[config.mk]
export PLATFORM = sky130hd
export DESIGN_NAME = mem_fetch_ncl_bridge
export DESIGN_NICKNAME = d
export VERILOG_FILES = /design/src/rtl/mem_fetch_ncl_bridge.sv
export SDC_FILE = /design/constraint.sdc
export NUM_CORES = 1
export LEC_CHECK = 0
export ABC_AREA = 1
export BUFFER_PORTS_ARGS = -buffer_cell sky130_fd_sc_hd__buf_2
export CAP_MARGIN = 20
export CORE_ASPECT_RATIO = 1.5
export CORE_UTILIZATION = 38
export CTS_CLUSTER_SIZE = 16
export DETAILED_ROUTE_END_ITERATION = 16
export SYNTH_ARGS = -nofsm -noshare
export SYNTH_HDL_FRONTEND = slang
export SYNTH_SLANG_ARGS = --single-unit
[constraint.sdc]
create_clock -name clk -period 3.25 [get_ports clk]
set_input_delay 0.4875 -clock clk [delete_from_list [all_inputs] [get_ports clk]]
set_output_delay 0.4875 -clock clk [all_outputs]
set_load 0.01 [all_outputs]
[src/rtl/mem_fetch_ncl_bridge.sv]
// ---------------------------------------------------------------------------
// mem_fetch_ncl_bridge
//
// Fetches bytes from a synchronous memory and presents them to an NCL
// (dual-rail, return-to-null) consumer. Each handshake delivers one byte
// together with a phase tag. The tag alternates instruction / constant, and
// a new fetch address forces it back to instruction.
//
// Ports
//   clk, rst_n        : clock, asynchronous active-low reset
//   en                : fetch enable; low parks the block in IDLE between handshakes
//   pc_load           : one-cycle request to redirect the fetch address
//   pc_load_val       : redirect address
//   mem_rd, mem_addr  : synchronous memory read strobe and address (addr = pc)
//   mem_rdata         : read data, valid the cycle after mem_rd
//   ki                : NCL completion from the consumer (1 = want data, 0 = want null),
//                       asynchronous to clk
//   PH0_t, PH0_f      : dual-rail phase (true = instruction byte)
//   D_t, D_f          : dual-rail data byte
//
// SYNC_STAGES must be 2 or 3.
// ---------------------------------------------------------------------------
module mem_fetch_ncl_bridge #(
    parameter int ADDR_W      = 8,
    parameter int SYNC_STAGES = 2
) (
    input  logic              clk,
    input  logic              rst_n,
    input  logic              en,
    input  logic              pc_load,
    input  logic [ADDR_W-1:0] pc_load_val,
    output logic              mem_rd,
    output logic [ADDR_W-1:0] mem_addr,
    input  logic [7:0]        mem_rdata,
    input  logic              ki,
    output logic              PH0_t,
    output logic              PH0_f,
    output logic [7:0]        D_t,
    output logic [7:0]        D_f
);

    typedef enum logic [2:0] {
        S_IDLE,
        S_READ,
        S_CAPTURE,
        S_DATA,
        S_NULL
    } state_t;

    state_t              state, state_next;
    logic [SYNC_STAGES-1:0] ki_sync;
    logic                ki_s;
    logic [ADDR_W-1:0]   pc;
    logic                phase_instr;
    logic [7:0]          data_q;
    logic                load_pend;
    logic [ADDR_W-1:0]   load_val;
    logic                null_exit;
    logic                load_req;
    logic [ADDR_W-1:0]   load_addr;
    logic                apply_load;
    logic                ph0_t_q, ph0_f_q;
    logic [7:0]          d_t_q, d_f_q;

    // ki crosses in from the asynchronous NCL domain; only the last stage is used.
    // NOTE: every sequential block uses non-blocking assignments so all flops
    // sample the pre-edge values, independent of block ordering.
    always_ff @(posedge clk or negedge rst_n) begin
        if (!rst_n) begin
            ki_sync <= '0;
        end else begin
            ki_sync <= {ki_sync[SYNC_STAGES-2:0], ki};
        end
    end

    assign ki_s = ki_sync[SYNC_STAGES-1];

    // A load presented this cycle beats one latched earlier.
    assign null_exit  = (state == S_NULL) && ki_s;
    assign load_req   = pc_load || load_pend;
    assign load_addr  = pc_load ? pc_load_val : load_val;
    assign apply_load = load_req && ((state == S_IDLE) || null_exit);

    always_ff @(posedge clk or negedge rst_n) begin
        if (!rst_n) begin
            state <= S_IDLE;
        end else begin
            state <= state_next;
        end
    end

    // NOTE: the default assignment at the top of this block keeps state_next
    // defined on every path, so no latch is inferred.
    always_comb begin
        state_next = state;
        unique case (state)
            S_IDLE:    if (en && ki_s) state_next = S_READ;
            S_READ:    state_next = S_CAPTURE;
            S_CAPTURE: state_next = S_DATA;
            S_DATA:    if (!ki_s) state_next = S_NULL;
            S_NULL:    if (ki_s) state_next = en ? S_READ : S_IDLE;
            default:   state_next = S_IDLE;
        endcase
    end

    // Fetch address, phase and the pending-load latch. The increment and the
    // phase toggle only happen when a handshake retires (NULL exit).
    // NOTE: all control and datapath flops are reset so the rails come up NULL;
    // there is no memory array in this block.
    always_ff @(posedge clk or negedge rst_n) begin
        if (!rst_n) begin
            pc          <= '0;
            phase_instr <= 1'b1;
            load_pend   <= 1'b0;
            load_val    <= '0;
        end else if (apply_load) begin
            pc          <= load_addr;
            phase_instr <= 1'b1;
            load_pend   <= 1'b0;
        end else begin
            if (null_exit) begin
                pc          <= pc + ADDR_W'(1);
                phase_instr <= ~phase_instr;
            end
            if (pc_load) begin
                load_pend <= 1'b1;
                load_val  <= pc_load_val;
            end
        end
    end

    // Rails are driven straight from flops that all load on the same edge, so
    // a wavefront appears and disappears in one step with no partial codes.
    always_ff @(posedge clk or negedge rst_n) begin
        if (!rst_n) begin
            data_q  <= '0;
            ph0_t_q <= 1'b0;
            ph0_f_q <= 1'b0;
            d_t_q   <= '0;
            d_f_q   <= '0;
        end else if (state == S_CAPTURE) begin
            data_q  <= mem_rdata;
            ph0_t_q <= phase_instr;
            ph0_f_q <= ~phase_instr;
            d_t_q   <= mem_rdata;
            d_f_q   <= ~mem_rdata;
        end else if (state_next == S_DATA) begin
            ph0_t_q <= phase_instr;
            ph0_f_q <= ~phase_instr;
            d_t_q   <= data_q;
            d_f_q   <= ~data_q;
        end else begin
            ph0_t_q <= 1'b0;
            ph0_f_q <= 1'b0;
            d_t_q   <= '0;
            d_f_q   <= '0;
        end
    end

    assign mem_rd   = (state == S_READ);
    assign mem_addr = pc;
    assign PH0_t    = ph0_t_q;
    assign PH0_f    = ph0_f_q;
    assign D_t      = d_t_q;
    assign D_f      = d_f_q;

endmodule

Word-level counts from Yosys, hierarchy flattened --
Index checks and enable logic that the tools add are counted.
Word-level totals: register bits after elaboration 49, bits of input ports 21, output and inout port bits 27, logic and storage cells 48
Operators by class: add/subtract/negate cells 1, eq/ne operators 5, multiplexer cells 20, bitwise logic cells 3, reductions and logical operators 8
Operator list (count):
- 2-to-1 mux 8 bit | 7
- NOT 8 bit | 2
- case mux 3 bit (5 select lines) | 1
- equality test 3 x 2 -> 1 bit, second input constant | 3
- 2-to-1 mux 1 bit | 9
- 2-to-1 mux 3 bit | 3
- adder 8 x 1 -> 8 bit, second input constant | 1
- nonzero test 2 bit | 2
- equality test 3 x 1 -> 1 bit, second input constant | 1
- equality test 3 bit, second input constant | 1
- logical AND 1 bit | 3
- logical NOT 3 bit | 1
- logical OR 1 bit | 2
- NOT 1 bit | 1

Logic depth before layout (Yosys ltp) --
depth in word-level cells 6, mapped depth 9, gate-level depth less buffers 8

Least setup slack after synthesis --
No wires, ideal clock.
kind register to register, start point reg state[0], end point reg pc[7], in the netlist mem_addr[7], setup time 0.116 ns, arrival 1.251 ns, required time 3.134 ns, slack 1.883 ns, stages on the path, launching flop included 8, path buffers 1, clock period less this slack 1.367 ns, path through dfrtp_1 -> nor2_1 -> nand3_2 -> buf_2 -> nor2_1 -> nor2_1 -> nand2_1 -> nand2_1
Between the ends: cells in the longest elaborated chain, start to end 5, elaborated cells between the ends (all ways) 7, those cells by class eq/ne: 1; mux: 1; reduce/logical: 5
RTL lines:
- from (decl) | RTL line 50 | state_t state, state_next;
- from (signal assigned) | RTL line 88 | state <= state_next;
- equality test 3 bit | RTL line 79 | assign null_exit = (state == S_NULL) && ki_s;
- logical AND 1 bit | RTL line 79
- logical OR 1 bit | RTL line 82 | assign apply_load = load_req && ((state == S_IDLE) || null_exit);
- logical AND 1 bit | RTL line 82
- 2-to-1 mux 8 bit / nonzero test 2 bit (equally long branches)
- to (signal assigned) | RTL line 117 | pc <= load_addr;
- to (signal assigned) | RTL line 122 | pc <= pc + ADDR_W'(1);
- to (decl) | RTL line 53 | logic [ADDR_W-1:0] pc;
Several ways; a longest one is shown, not always the timed one. A chain may end at the register's enable or synchronous reset.

Worst setup path in the final report --
start point reg state[0], end point reg pc[2], in the netlist mem_addr[2]
The elaborated chain is that of the path after synthesis.

==> metrics.md <==
| Metric | Value |
|---|---|
| Die Y-Extent | 93.7 um |
| Family with the most delay on the worst path | simple AND/OR/NAND/NOR gates |
| H-tree Lvls | 2 |
| Crit-path slowest cell | dfrtp_1 |
| Row count | 33 |
| DRC | 0 |
| GP Congestion | 0.758 |
| Syn. warnings | 0 |
| CP startpoint | state[0] |
| Synth Cell Area | 2130 um^2 |
| Sink Count | roughly 50 |
| Hold-fix buffers at CTS | 0 |
| Worst Tran Pin Value | between 0.7 and 0.8 ns |
| Sw Share | between 40% and 50% |
| Lkg Pwr | 1.38 nW |
| Reg2Reg Depth | 6 |
| Pre-antenna DRT Iters | 4 |
| Global routing's busiest layer | met2 |
| Hold Slack | 0.0734 ns |
| Comb pwr share | 40.4% |
| Final Power | ~2.4 mW |
| CP arrival | 2.04 ns |
| Ratio of cells with drive above 1 in the final layout | 22.3% |
| Vias/cell | 4.54 |
| TritonCTS clock tree | yes |
| DIE AREA | 5910 um^2 |
| Slew headroom | 49.7% |
| Iteration-0 DRC Markers | 40 |
| Clock-pin transition on the worst setup and hold timing paths | 0.09 ns |
| Congestion Overflow GR | 0 |
| Library cells used by synthesis | 23 |
| Post-synth top area share | a little under three fifths |
| Synthesis-stage register bit count | about 50 |
| CTS Buf Count | 5 |
| Final core occ | a little under half |
| Clock group share of total power | a little under a fifth |
| Reg2reg end | mem_addr[2] |
| RSZ-0062 raised after global routing | no |
| Placed cell areas | about 2400 um^2 |
| Fin cells | 370 |
| Placed insts | 361 |
| R2R setup slack | 1.40 ns |
| Initial antenna violation count | 0 |
| Final Skew | 0.00869 ns |
| Hold WC Path Type | in2async |
| Largest cells by area after synthesis | dfrtp_1 (56%), nand2_1 (11%), inv_1 (6.7%), o21ai_0 (6.3%), nor2_1 (6.0%) |
| PortBufs | 47 |
| Post-synth EDFFs | 0 |
| Worst Setup Start Kind | register |
| Ys async rst share | 100% |
| CP Max Fanout | 21 |
| Syn Nets | 273 |
| First-pass GRT wire length | 7.16 mm |
| Worst-Skew Late Latency | 0.30 ns |
| Vias post-DR | 1679 |
| Critical Path Sink Type | register |
| Io pins | 48 |
| Setup total negative slack | 0 ns |
| Routing usage on met3 | under 10% |
| CP peak stage delay | 0.45 ns |
| Initial Util | just under 40% |
| GR Util All Layers | 15.8% |
| Pwr/cell area | between 900 and 1000 nW/um^2 |
| Int Pwr | 1.44 mW |
| Diodes inserted | 0 |
| Critical path type | reg2reg |
| Vias in the first global route | roughly 1.6k |
| DIE WIDTH | 63.1 um |
| Psw | just under 1 mW |
| Number of max-cap violations | 0 |
| CTS Root Cell | clkbuf_8 |
| Routed length per instance | around 11 um |
| Clock buffer depth | 2 |
| M1 GR Usage | 19.2% |
| Max Freq | 542 MHz |
| Final setup vio count | 0 |
| Antenna Nets Post-Route | 0 |
| Top_reg_cell synth | dfrtp_1 |
| Worst R2R Start | state[0] |
| Final period util | 56.8% |
| Pre-CTS WS | 1.36 ns |
| Status | completed |
| Drt total wl | slightly above 4 mm |
| GR Util met2 | 26.9% |
| Final WS setup | between 1 and 1.5 ns |
| NumNets Final | 321 |
| Critical Path Most Common Cell | nand2_1 |
| DP HPWL | just under 3 mm |
| Post-Synthesis Cells | 251 |
| Fin. max-slew vios | 0 |
| Crit-path cells | nor2_1, nand3_2, inv_2, nand2_1, nand2_1, o21ai_0 |
| Crit path time final | about 1.8 ns |
| Area delta synth->final | 19.6% |
| Max rail drop VDD | 543 uV |
| Postcts setup bufs | 0 |
| Register area share after synthesis | between 50% and 60% |
| Final hold vios | 0 |
| # resized after CTS | 0 |
| Synth area leader | dfrtp_1 |
| Pin count of the biggest net entering global routing | 50 |
| Final instance area | 2550 um^2 |
| Seq pwr share | around two fifths |
| CP bufs+invs | 1 |
| Core region area | 5450 um^2 |
| Data required, critical path | 3.44 ns |
| Synth Area per Inst | ~8.5 um^2 |
## flip-flops by register name, indices dropped and copies added, names as in the netlist
name / cells
D_t: 8
PH0_t: 1
state: 3
phase_instr: 1
PH0_f: 1
D_f: 8
load_pend: 1
ki_sync: 2
mem_addr: 8
data_q: 8
load_val: 8
## cell type report
class	count	area, um^2
fillers	570	2900
flip-flops and latches	49	1230
multi-input cells	154	707
repair buffers	48	255
inverters	41	154
well taps	70	87.6
clock buffers	5	68.8
clock inverters	3	46.3
## routing by layer
layer,routed length (um),vias up
li1,-,864
met1,1840,766
met2,1990,42
met3,185,7
met4,100,0
met5,0,-
## kinds of logic after synthesis
group | count (synthesis) | synth area share (%)
AO/OA/AOI/OAI | 37 | 9.46
buffers and inverters | 48 | 9.17
flip-flops | 49 | 57.6
AND/OR/NAND/NOR | 115 | 22.7
adder cells (fa/ha/maj) | 1 | 0.587
multiplexers | 1 | 0.470
## worst max path at each step
stage	endpoint	slack, ns	cells after the start
floorplan	mem_addr[7]	1.88	7
global placement	mem_addr[2]	1.41	8
detailed placement	mem_addr[2]	1.36	8
CTS	mem_addr[2]	1.39	6
global route	mem_addr[4]	1.17	6
finish	mem_addr[2]	1.40	6
## synthesized netlist by cell type (2+ instances only)
library cell,number
nor2_1,34
nand3_2,2
buf_2,3
nand3_1,11
a21oi_1,6
inv_1,38
inv_2,3
nand2_1,61
clkbuf_1,2
or2_2,3
dfrtp_1,48
o211ai_1,2
o21ai_0,27
nor3_1,2
## placed cells by master (no fill, tap or decap), drive strengths merged
cell,instances
nand4,1
clkinvlp,1
nor2,34
a211o,1
nand3,13
inv,41
mux2i,1
clkbuf,5
dfrtp,48
a21oi,6
buf,48
dfstp,1
bufinv,1
nor3,3
nand2,61
ha,1
o211ai,3
or2,3
o21ai,27
clkinv,1
## power by group through the flow
| stage | Sequential (mW) | Clock [mW] | Combinational, mW |
|---|---|---|---|
| floorplan | 1.06 | 0 | 0.653 |
| detailed placement | 1.01 | 0 | 0.987 |
| global placement | 1.01 | 0 | 0.978 |
| CTS | 1.00 | 0.451 | 0.991 |
| finish | 1.00 | 0.440 | 0.977 |
| global route | 1.04 | 0.470 | 1.15 |
Note: power is estimated with default switching activity, not from simulation.
